## src/rtl/mem_access_unit_pkg.sv

```systemverilog
// Shared encodings for the memory access unit: request sizes, memory
// transfer types, FSM states and the store lane-merge helper.
package mem_access_unit_pkg;

  typedef enum logic [1:0] {
    SIZE_WORD    = 2'b00,
    SIZE_HALF    = 2'b01,
    SIZE_BYTE    = 2'b10,
    SIZE_ILLEGAL = 2'b11
  } size_e;

  // Memory type codes deliberately reuse the request size codes.
  localparam logic [1:0] MEM_TYPE_WORD = 2'b00;
  localparam logic [1:0] MEM_TYPE_HALF = 2'b01;
  localparam logic [1:0] MEM_TYPE_BYTE = 2'b10;

  typedef enum logic [2:0] {
    IDLE = 3'd0,
    RD   = 3'd1,
    RDW  = 3'd2,
    WR   = 3'd3,
    RESP = 3'd4
  } state_e;

  // Replace one half/byte lane of a read word with right-aligned store data.
  function automatic logic [31:0] merge_lane(input logic [31:0] word,
                                             input logic [31:0] wdata,
                                             input size_e       size,
                                             input logic [1:0]  lane);
    logic [31:0] merged;
    merged = word;
    if (size == SIZE_HALF) begin
      if (lane[1]) merged[31:16] = wdata[15:0];
      else         merged[15:0]  = wdata[15:0];
    end else if (size == SIZE_BYTE) begin
      case (lane)
        2'd0:    merged[7:0]   = wdata[7:0];
        2'd1:    merged[15:8]  = wdata[7:0];
        2'd2:    merged[23:16] = wdata[7:0];
        default: merged[31:24] = wdata[7:0];
      endcase
    end
    return merged;
  endfunction

endpackage

```

## src/rtl/mem_access_unit_load_extend.sv

```systemverilog
// Load data path: picks the addressed lane out of a memory word and
// sign- or zero-extends it to 32 bits.
module load_extend
  import mem_access_unit_pkg::*;
(
  input  logic [31:0] word,
  input  size_e       size,
  input  logic [1:0]  lane,
  input  logic        is_unsigned,
  output logic [31:0] data
);

  logic [15:0] half_sel;
  logic [7:0]  byte_sel;

  always_comb begin
    half_sel = lane[1] ? word[31:16] : word[15:0];
    case (lane)
      2'd0:    byte_sel = word[7:0];
      2'd1:    byte_sel = word[15:8];
      2'd2:    byte_sel = word[23:16];
      default: byte_sel = word[31:24];
    endcase
  end

  always_comb begin
    data = '0;
    case (size)
      SIZE_WORD: data = word;
      SIZE_HALF: data = {{16{~is_unsigned & half_sel[15]}}, half_sel};
      SIZE_BYTE: data = {{24{~is_unsigned & byte_sel[7]}}, byte_sel};
      default:   data = '0;
    endcase
  end

endmodule

```

## src/rtl/mem_access_unit.sv

```systemverilog
// CPU-side load/store unit in front of a word-wide data memory, with
// read-modify-write for sub-word stores at nonzero lane offsets.
module mem_access_unit
  import mem_access_unit_pkg::*;
#(
  parameter bit RMW_EN = 1'b1
) (
  input  logic        clk_i,
  input  logic        rst_i,
  input  logic        req_valid_i,
  output logic        req_ready_o,
  input  logic        req_we_i,
  input  logic [1:0]  req_size_i,
  input  logic        req_unsigned_i,
  input  logic [12:0] req_addr_i,
  input  logic [31:0] req_wdata_i,
  output logic        resp_valid_o,
  output logic [31:0] resp_rdata_o,
  output logic        resp_err_o,
  output logic        mem_ena_o,
  output logic        mem_wena_o,
  output logic [10:0] mem_addr_o,
  output logic [1:0]  mem_type_o,
  output logic [31:0] mem_wdata_o,
  input  logic [31:0] mem_rdata_i
);

  state_e      state;
  logic        we_q;
  size_e       size_q;
  logic        unsigned_q;
  logic [12:0] addr_q;
  logic [31:0] wdata_q;
  logic        ena_q;
  logic        wena_q;
  logic [1:0]  type_q;
  logic [31:0] mem_wdata_q;
  logic        resp_valid_q;
  logic        resp_err_q;
  logic [31:0] resp_rdata_q;

  size_e       req_size;
  logic        misaligned;
  logic        needs_rmw;
  logic        req_err;
  logic [31:0] load_data;

  assign req_size = size_e'(req_size_i);

  always_comb begin
    case (req_size)
      SIZE_WORD: misaligned = (req_addr_i[1:0] != 2'b00);
      SIZE_HALF: misaligned = req_addr_i[0];
      SIZE_BYTE: misaligned = 1'b0;
      default:   misaligned = 1'b1;
    endcase
    needs_rmw = req_we_i && (req_size != SIZE_WORD) && (req_addr_i[1:0] != 2'b00);
    req_err   = misaligned || (needs_rmw && !RMW_EN);
  end

  load_extend u_load_extend (
    .word        (mem_rdata_i),
    .size        (size_q),
    .lane        (addr_q[1:0]),
    .is_unsigned (unsigned_q),
    .data        (load_data)
  );

  // Memory strobes and response fields are one-cycle pulses by default.
  always_ff @(posedge clk_i) begin
    if (rst_i) begin
      state        <= IDLE;
      we_q         <= 1'b0;
      size_q       <= SIZE_WORD;
      unsigned_q   <= 1'b0;
      addr_q       <= '0;
      wdata_q      <= '0;
      ena_q        <= 1'b0;
      wena_q       <= 1'b0;
      type_q       <= MEM_TYPE_WORD;
      mem_wdata_q  <= '0;
      resp_valid_q <= 1'b0;
      resp_err_q   <= 1'b0;
      resp_rdata_q <= '0;
    end else begin
      ena_q        <= 1'b0;
      wena_q       <= 1'b0;
      type_q       <= MEM_TYPE_WORD;
      mem_wdata_q  <= '0;
      resp_valid_q <= 1'b0;
      resp_err_q   <= 1'b0;
      resp_rdata_q <= '0;
      case (state)
        IDLE: begin
          if (req_valid_i) begin
            we_q       <= req_we_i;
            size_q     <= req_size;
            unsigned_q <= req_unsigned_i;
            addr_q     <= req_addr_i;
            wdata_q    <= req_wdata_i;
            if (req_err) begin
              state        <= RESP;
              resp_valid_q <= 1'b1;
              resp_err_q   <= 1'b1;
            end else if (!req_we_i || needs_rmw) begin
              state <= RD;
              ena_q <= 1'b1;
            end else begin
              state       <= WR;
              ena_q       <= 1'b1;
              wena_q      <= 1'b1;
              type_q      <= req_size_i;
              mem_wdata_q <= req_wdata_i;
            end
          end
        end
        RD: state <= RDW;
        RDW: begin
          if (we_q) begin
            state       <= WR;
            ena_q       <= 1'b1;
            wena_q      <= 1'b1;
            mem_wdata_q <= merge_lane(mem_rdata_i, wdata_q, size_q, addr_q[1:0]);
          end else begin
            state        <= RESP;
            resp_valid_q <= 1'b1;
            resp_rdata_q <= load_data;
          end
        end
        WR: begin
          state        <= RESP;
          resp_valid_q <= 1'b1;
        end
        RESP:    state <= IDLE;
        default: state <= IDLE;
      endcase
    end
  end

  assign req_ready_o  = (state == IDLE);
  assign resp_valid_o = resp_valid_q;
  assign resp_err_o   = resp_err_q;
  assign resp_rdata_o = resp_rdata_q;
  // Reset blocks the strobes immediately, even mid-cycle of a write.
  assign mem_ena_o    = ena_q & ~rst_i;
  assign mem_wena_o   = wena_q & ~rst_i;
  assign mem_addr_o   = addr_q[12:2];
  assign mem_type_o   = type_q;
  assign mem_wdata_o  = mem_wdata_q;

endmodule

```

## config.mk

```make
export PLATFORM = sky130hd
export DESIGN_NAME = mem_access_unit
export DESIGN_NICKNAME = d
export VERILOG_FILES = /design/src/rtl/mem_access_unit_pkg.sv /design/src/rtl/mem_access_unit_load_extend.sv /design/src/rtl/mem_access_unit.sv
export SDC_FILE = /design/constraint.sdc
export NUM_CORES = 1
export LEC_CHECK = 0
export CELL_PAD_IN_SITES_DETAIL_PLACEMENT = 1
export CELL_PAD_IN_SITES_GLOBAL_PLACEMENT = 2
export CORE_MARGIN = 2
export CORE_UTILIZATION = 27
export CTS_BUF_LIST = sky130_fd_sc_hd__clkbuf_8
export CTS_CLUSTER_DIAMETER = 30
export DETAILED_ROUTE_END_ITERATION = 16
export PLACE_DENSITY_LB_ADDON = 0.3
export SYNTH_ARGS = -nofsm -noshare
export SYNTH_HDL_FRONTEND = slang
export SYNTH_SLANG_ARGS = --single-unit
```

## constraint.sdc

```tcl
create_clock -name clk_i -period 2 [get_ports clk_i]
set_input_delay 0.5 -clock clk_i [delete_from_list [all_inputs] [get_ports clk_i]]
set_output_delay 0.5 -clock clk_i [all_outputs]
set_load 0.02 [all_outputs]
```

Word level (Yosys, flattened, before mapping):

Cells that the tools add are included.

* bitwise gates (word level): 9
* eq/ne operators: 10
* reduce and logical (&&, ||, !) cells: 15
* mux-type cells: 34

Operator list (number)
* 32-bit 2-to-1 mux: 6
* 32-bit one-hot mux with 3 select lines: 1
* 32-bit one-hot mux with 2 select lines: 1
* 16-bit 2-to-1 mux: 3
* 8-bit 2-to-1 mux: 4
* 8-bit one-hot mux with 3 select lines: 1
* 3-bit one-hot mux with 4 select lines: 1
* 1-bit 2-to-1 mux: 9
* 3-bit 2-to-1 mux: 3
* 2-bit by 1-bit equality test with 1-bit output, second input constant: 3
* 2-bit equality test, second input constant: 3
* 3-bit by 2-bit equality test with 1-bit output, second input constant: 2
* 2-bit logical NOT: 3
* 1-bit one-hot mux with 3 select lines: 2
* 3-bit OR reduction: 2
* 1-bit NOT: 5
* 5-bit OR reduction: 1
* 1-bit bitwise AND: 4
* 1-bit one-hot mux with 2 select lines: 2
* 2-bit nonzero test: 2
* 3-bit by 1-bit equality test with 1-bit output, second input constant: 1
* 3-bit logical NOT: 1
* 1-bit logical AND: 2
* 2-bit 2-to-1 mux: 1
* other kinds (5): 5

* flip-flop bits (word level): 106
* output and inout port bits: 82
* input bits: 84
* word-level logic and storage cells: 81

Depth between registers and ports, before layout:

* depth in word-level cells: 8
* mapped depth: 7
* depth with buffers taken out: 4

By module:

From an unflattened synthesis, not the netlist that was laid out.

* cell total of the unflattened synthesis: 564
* area, all modules: 4956.0 um^2

Modules (own cells, without submodules)
* mem_access_unit: instances 1, area an instance 4174.0 um^2, sequential area each 2122.0 um^2, cells each 470
* load_extend: instances 1, area an instance 782.0 um^2, sequential area each 0.0 um^2, cells each 94

Least setup slack after synthesis:

OpenSTA, ideal clock, no wires.

* kind: register -> register
* start: register state[0]
* end: register mem_wdata_q[30] (netlist: mem_wdata_o[30])
* required time: 1.941 ns
* arrival time: 1.507 ns
* cell stages (with the launch flop): 7
* setup time: 0.059 ns
* path slack: 0.435 ns
* path buffers: 2
* period minus slack after synthesis: 1.565 ns
* cells stage by stage: dfxtp_1 > buf_6 > nor3_4 > nand2_2 > nor3_4 > buf_6 > a22o_1

* cells in the longest elaborated chain, start to end: 2
* elaborated cells between the ends (all ways): 3
* classes of those cells: eq/ne (1); mux (1); reduce/logical (1)

Ends and longest elaborated chain
* start, declared: RTL line mem_access_unit.sv:28 `state_e state;`
* start signal, assigned: RTL line mem_access_unit.sv:72 `state <= IDLE;`
* start signal, assigned: RTL line mem_access_unit.sv:102 `state <= RESP;`
* start signal, assigned: RTL line mem_access_unit.sv:106 `state <= RD;`
* 3-bit logical NOT
* net req_ready_o: RTL line mem_access_unit.sv:11 `output logic req_ready_o,`
* 32-bit one-hot mux with 2 select lines: RTL line mem_access_unit.sv:93 `case (state)`
* end signal, assigned: RTL line mem_access_unit.sv:113 `mem_wdata_q <= req_wdata_i;`
* end signal, assigned: RTL line mem_access_unit.sv:123 `mem_wdata_q <= merge_lane(mem_rdata_i, wdata_q, size_q, addr_q[1:0]);`
* end, declared: RTL line mem_access_unit.sv:37 `logic [31:0] mem_wdata_q;`

The timed path passes the listed nets, and every way through them passes these cells.
A chain may end at the register's enable or synchronous reset.

Final worst setup path:

* start: input rst_i
* end: output mem_wena_o

* cells in the longest elaborated chain, start to end: 2

Ends and longest elaborated chain
* start, declared: RTL line mem_access_unit.sv:9 `input logic rst_i,`
* 1-bit NOT: RTL line mem_access_unit.sv:146 `assign mem_wena_o = wena_q & ~rst_i;`
* 1-bit bitwise AND: RTL line mem_access_unit.sv:146
* end, declared: RTL line mem_access_unit.sv:21 `output logic mem_wena_o,`

No other way between the ends.

==> flow_summary.ini <==
[run_status]
status = complete, no violations

[global_route]
grt_first_pass_wirelength_mm = 30.0
antenna_found_initial = 0
grt-ovfl-total = 0
grt_pass1_vias = 5127
grtUsageTotal = 0.202
grt_max_degree = 35

[timing]
fmax_mhz = 520
rsz0062_at_grt = no
fin_crit_ns = 1.92
setup_viol_count_final = 0
final_max_slew_viol_count = 0
finalCritPeriodShare = 0.962
layout_setup_ws_ns = 0.0768
slew_headroom = 0.277
hold_slack_ns = 0.464
finalClockSkew_ns = 0.00922
finalHoldViolCount = 0
worstMarginPinSlew_ns = 1.08
tns_ns = 0

[detailed_routing]
drc = 0
topRoutingLayerUsed = met4
firstDrtPassIters = 5
wl_met1_mm = 8.19
ant_nets = 0
wl_met3_mm = 1.18
vias = 4901
drtIter0Drc = 284
wl_met2_mm = 9.35
viasPerCell = 5.06
finalWirelength_mm = 19.5
wl_per_cell_um = 20.1

[setup_path]
path_cells = clkdlybuf4s50_1 -> nor2b_1 -> dlygate4sd2_1
max_stage_delay_ns = 0.46
end_kind = primary output
critPathRequiredTime_ns = 1.50
worstPathArrival_ns = 1.42
crit_type = in -> out
r2r_start = size_q[1]
critPathLaunch = rst_i
r2r_slack_ns = 0.20
r2r.worst_path.cells = 3
cp_slowest_cell = clkdlybuf4s50_1
cp-start-kind = primary input
endpoint = mem_wena_o
cp_max_fo = 4
rr_endpoint = resp_rdata_o[21]

[synthesis]
synthArstFlopShare = 0
ys_warn_count = 0
avgSynthCellArea_um2 = 9.06
yosys_register_bits = 106
synth.largest_area_cell = dfxtp_1
synth_common_cells = 113 x nand2_1, 106 x dfxtp_1, 61 x a21oi_1
synthFlopType = dfxtp_1
synth_edf_count = 0
yosysMostFrequentCell = nand2_1
yosysTopAreaCellShare = 0.431
postSynthCellCount = 543
syn_area_um2 = 4920
synth_area_leaders = dfxtp_1 43%, nand2_1 8.6%, a21oi_1 6.2%
synthesis.nets = 627
ys_seq_area_frac = 0.431
yosysUniqueCellTypes = 47

[cells_and_area]
drive_gt1_frac = 0.177
design_area_um2 = 7350
layout.nets = 819
areaGrowthSynthToFinish_pct = 49.4
regArea_um2 = 2120
antennaDiodeCount = 0
nFillCells = 2063
final_cells = 969
multi_input_area_um2 = 2470

[floorplanning]
die-area_um2 = 19300
io_pins = 166
die_height_um = 139
row_count = 49
fp.dieW_um = 139
initial_core_util = 0.275
core_um2 = 17900

[placement]
place.gp.congestion = 0.854
postPlaceCellArea_um2 = 7140
dp.cells = 953
portBuffers = 165
post-place-ws_ns = -0.274
dp_hpwl_mm = 15.2

[hold_path]
min-delay-path-class = reg -> reg
hold_path_depth = 2

[pwr]
p_leak_nw = 2.84
power_per_cell_area_nw_per_um2 = 647
irDropWorstVdd_uv = 292

[cts]
cts_hold_buf = 0
post_cts_buffers = 0
clk_latency_ns = 0.40
cts_sinks = 106
clockBufferDepth = 2
clockRootBuffer = clkbuf_8
h-tree-depth = 3
cts_tree = done
path_clk_slew_ns = 0.10
cts_buffers = 9

[job]
maxCapViolCount = 0
==> logic make-up after synthesis <==
family                 after synthesis  synth area share
AO/OA/AOI/OAI                      162             0.226
buffers and inverters               56            0.0676
flip-flops                         106             0.431
multiplexers                        40             0.104
AND/OR/NAND/NOR                    179             0.171
==> worst min path at each step <==
stage	startpoint	end	slack, ns
after global placement	addr_q[5]	addr_q[5]	0.44
after detailed placement	addr_q[6]	addr_q[6]	0.45
final	addr_q[3]	addr_q[3]	0.46
after global routing	addr_q[3]	addr_q[3]	0.49
after floorplan	addr_q[10]	addr_q[10]	0.44
after CTS	addr_q[6]	addr_q[6]	0.47
==> sequential cells by signal (all words and copies together), names as in the netlist, 2 cells and up <==
name and count:
mem_type_o 2, mem_wdata_o 32, state 3, resp_rdata_o 32, addr_q 13, size_q 2, wdata_q 16
==> repair_timing <==
action | 4_1_cts | 5_1_grt
pin swaps | 0 | 0
endpoints found under the setup margin | 3 | 4
gates cloned | 0 | 0
resized for setup | 4 | 3
==> stage by stage <==
stage           util  power (W)
4_1_cts        0.411    0.00479
6_report       0.411    0.00476
5_1_grt        0.411    0.00497
3_5_place_dp   0.399    0.00334
3_3_place_gp   0.399    0.00332
2_1_floorplan      -    0.00282
==> worst max-delay path: cells and delay by family <==
family                 cells  cell delay, ns
and+or+nand+nor            1            0.12
buffers and inverters      2            0.80
==> layer usage <==
layer  global-route usage  up-vias
met5                    0        -
met4               0.0957        0
met3               0.0397       42
met2                0.337      188
met1                0.250     2366
li1                     -     2305
==> area by class of cell <==
type | count | area share
repair buffers | 234 | 0.306
multi-input cells | 381 | 0.335
clock inverters | 5 | 0.00851
flip-flops and latches | 106 | 0.289
well taps | 229 | 0.0390
inverters | 3 | 0.00153
clock buffers | 11 | 0.0206
==> report_power, final <==
part	internal [W]	switching, W	total (W)
registers	0.00218	0.0000807	0.00226
clock network	0.000652	0.000808	0.00146
logic	0.000520	0.000513	0.00103
==> cells in the final DEF (no fill, tap or decap), types with 3 or more instances in the layout <==
cell and instances:
nand2_1 113, mux4_2 8, nand3b_1 3, buf_12 7
a22o_1 8, o22a_1 8, a21o_1 8, nor2b_1 12
o221a_2 6, dfxtp_1 105, and2_1 4, nor2_1 10
o221ai_1 8, nor3_1 12, clkbuf_8 11, o21ai_0 18
nand3_1 6, a22oi_1 16, inv_1 3, clkdlybuf4s50_1 162
mux2i_1 23, a21oi_1 61, or2_2 8, o2bb2ai_1 16
buf_4 62, mux2_2 9
Power figures use the tool's default switching activity.
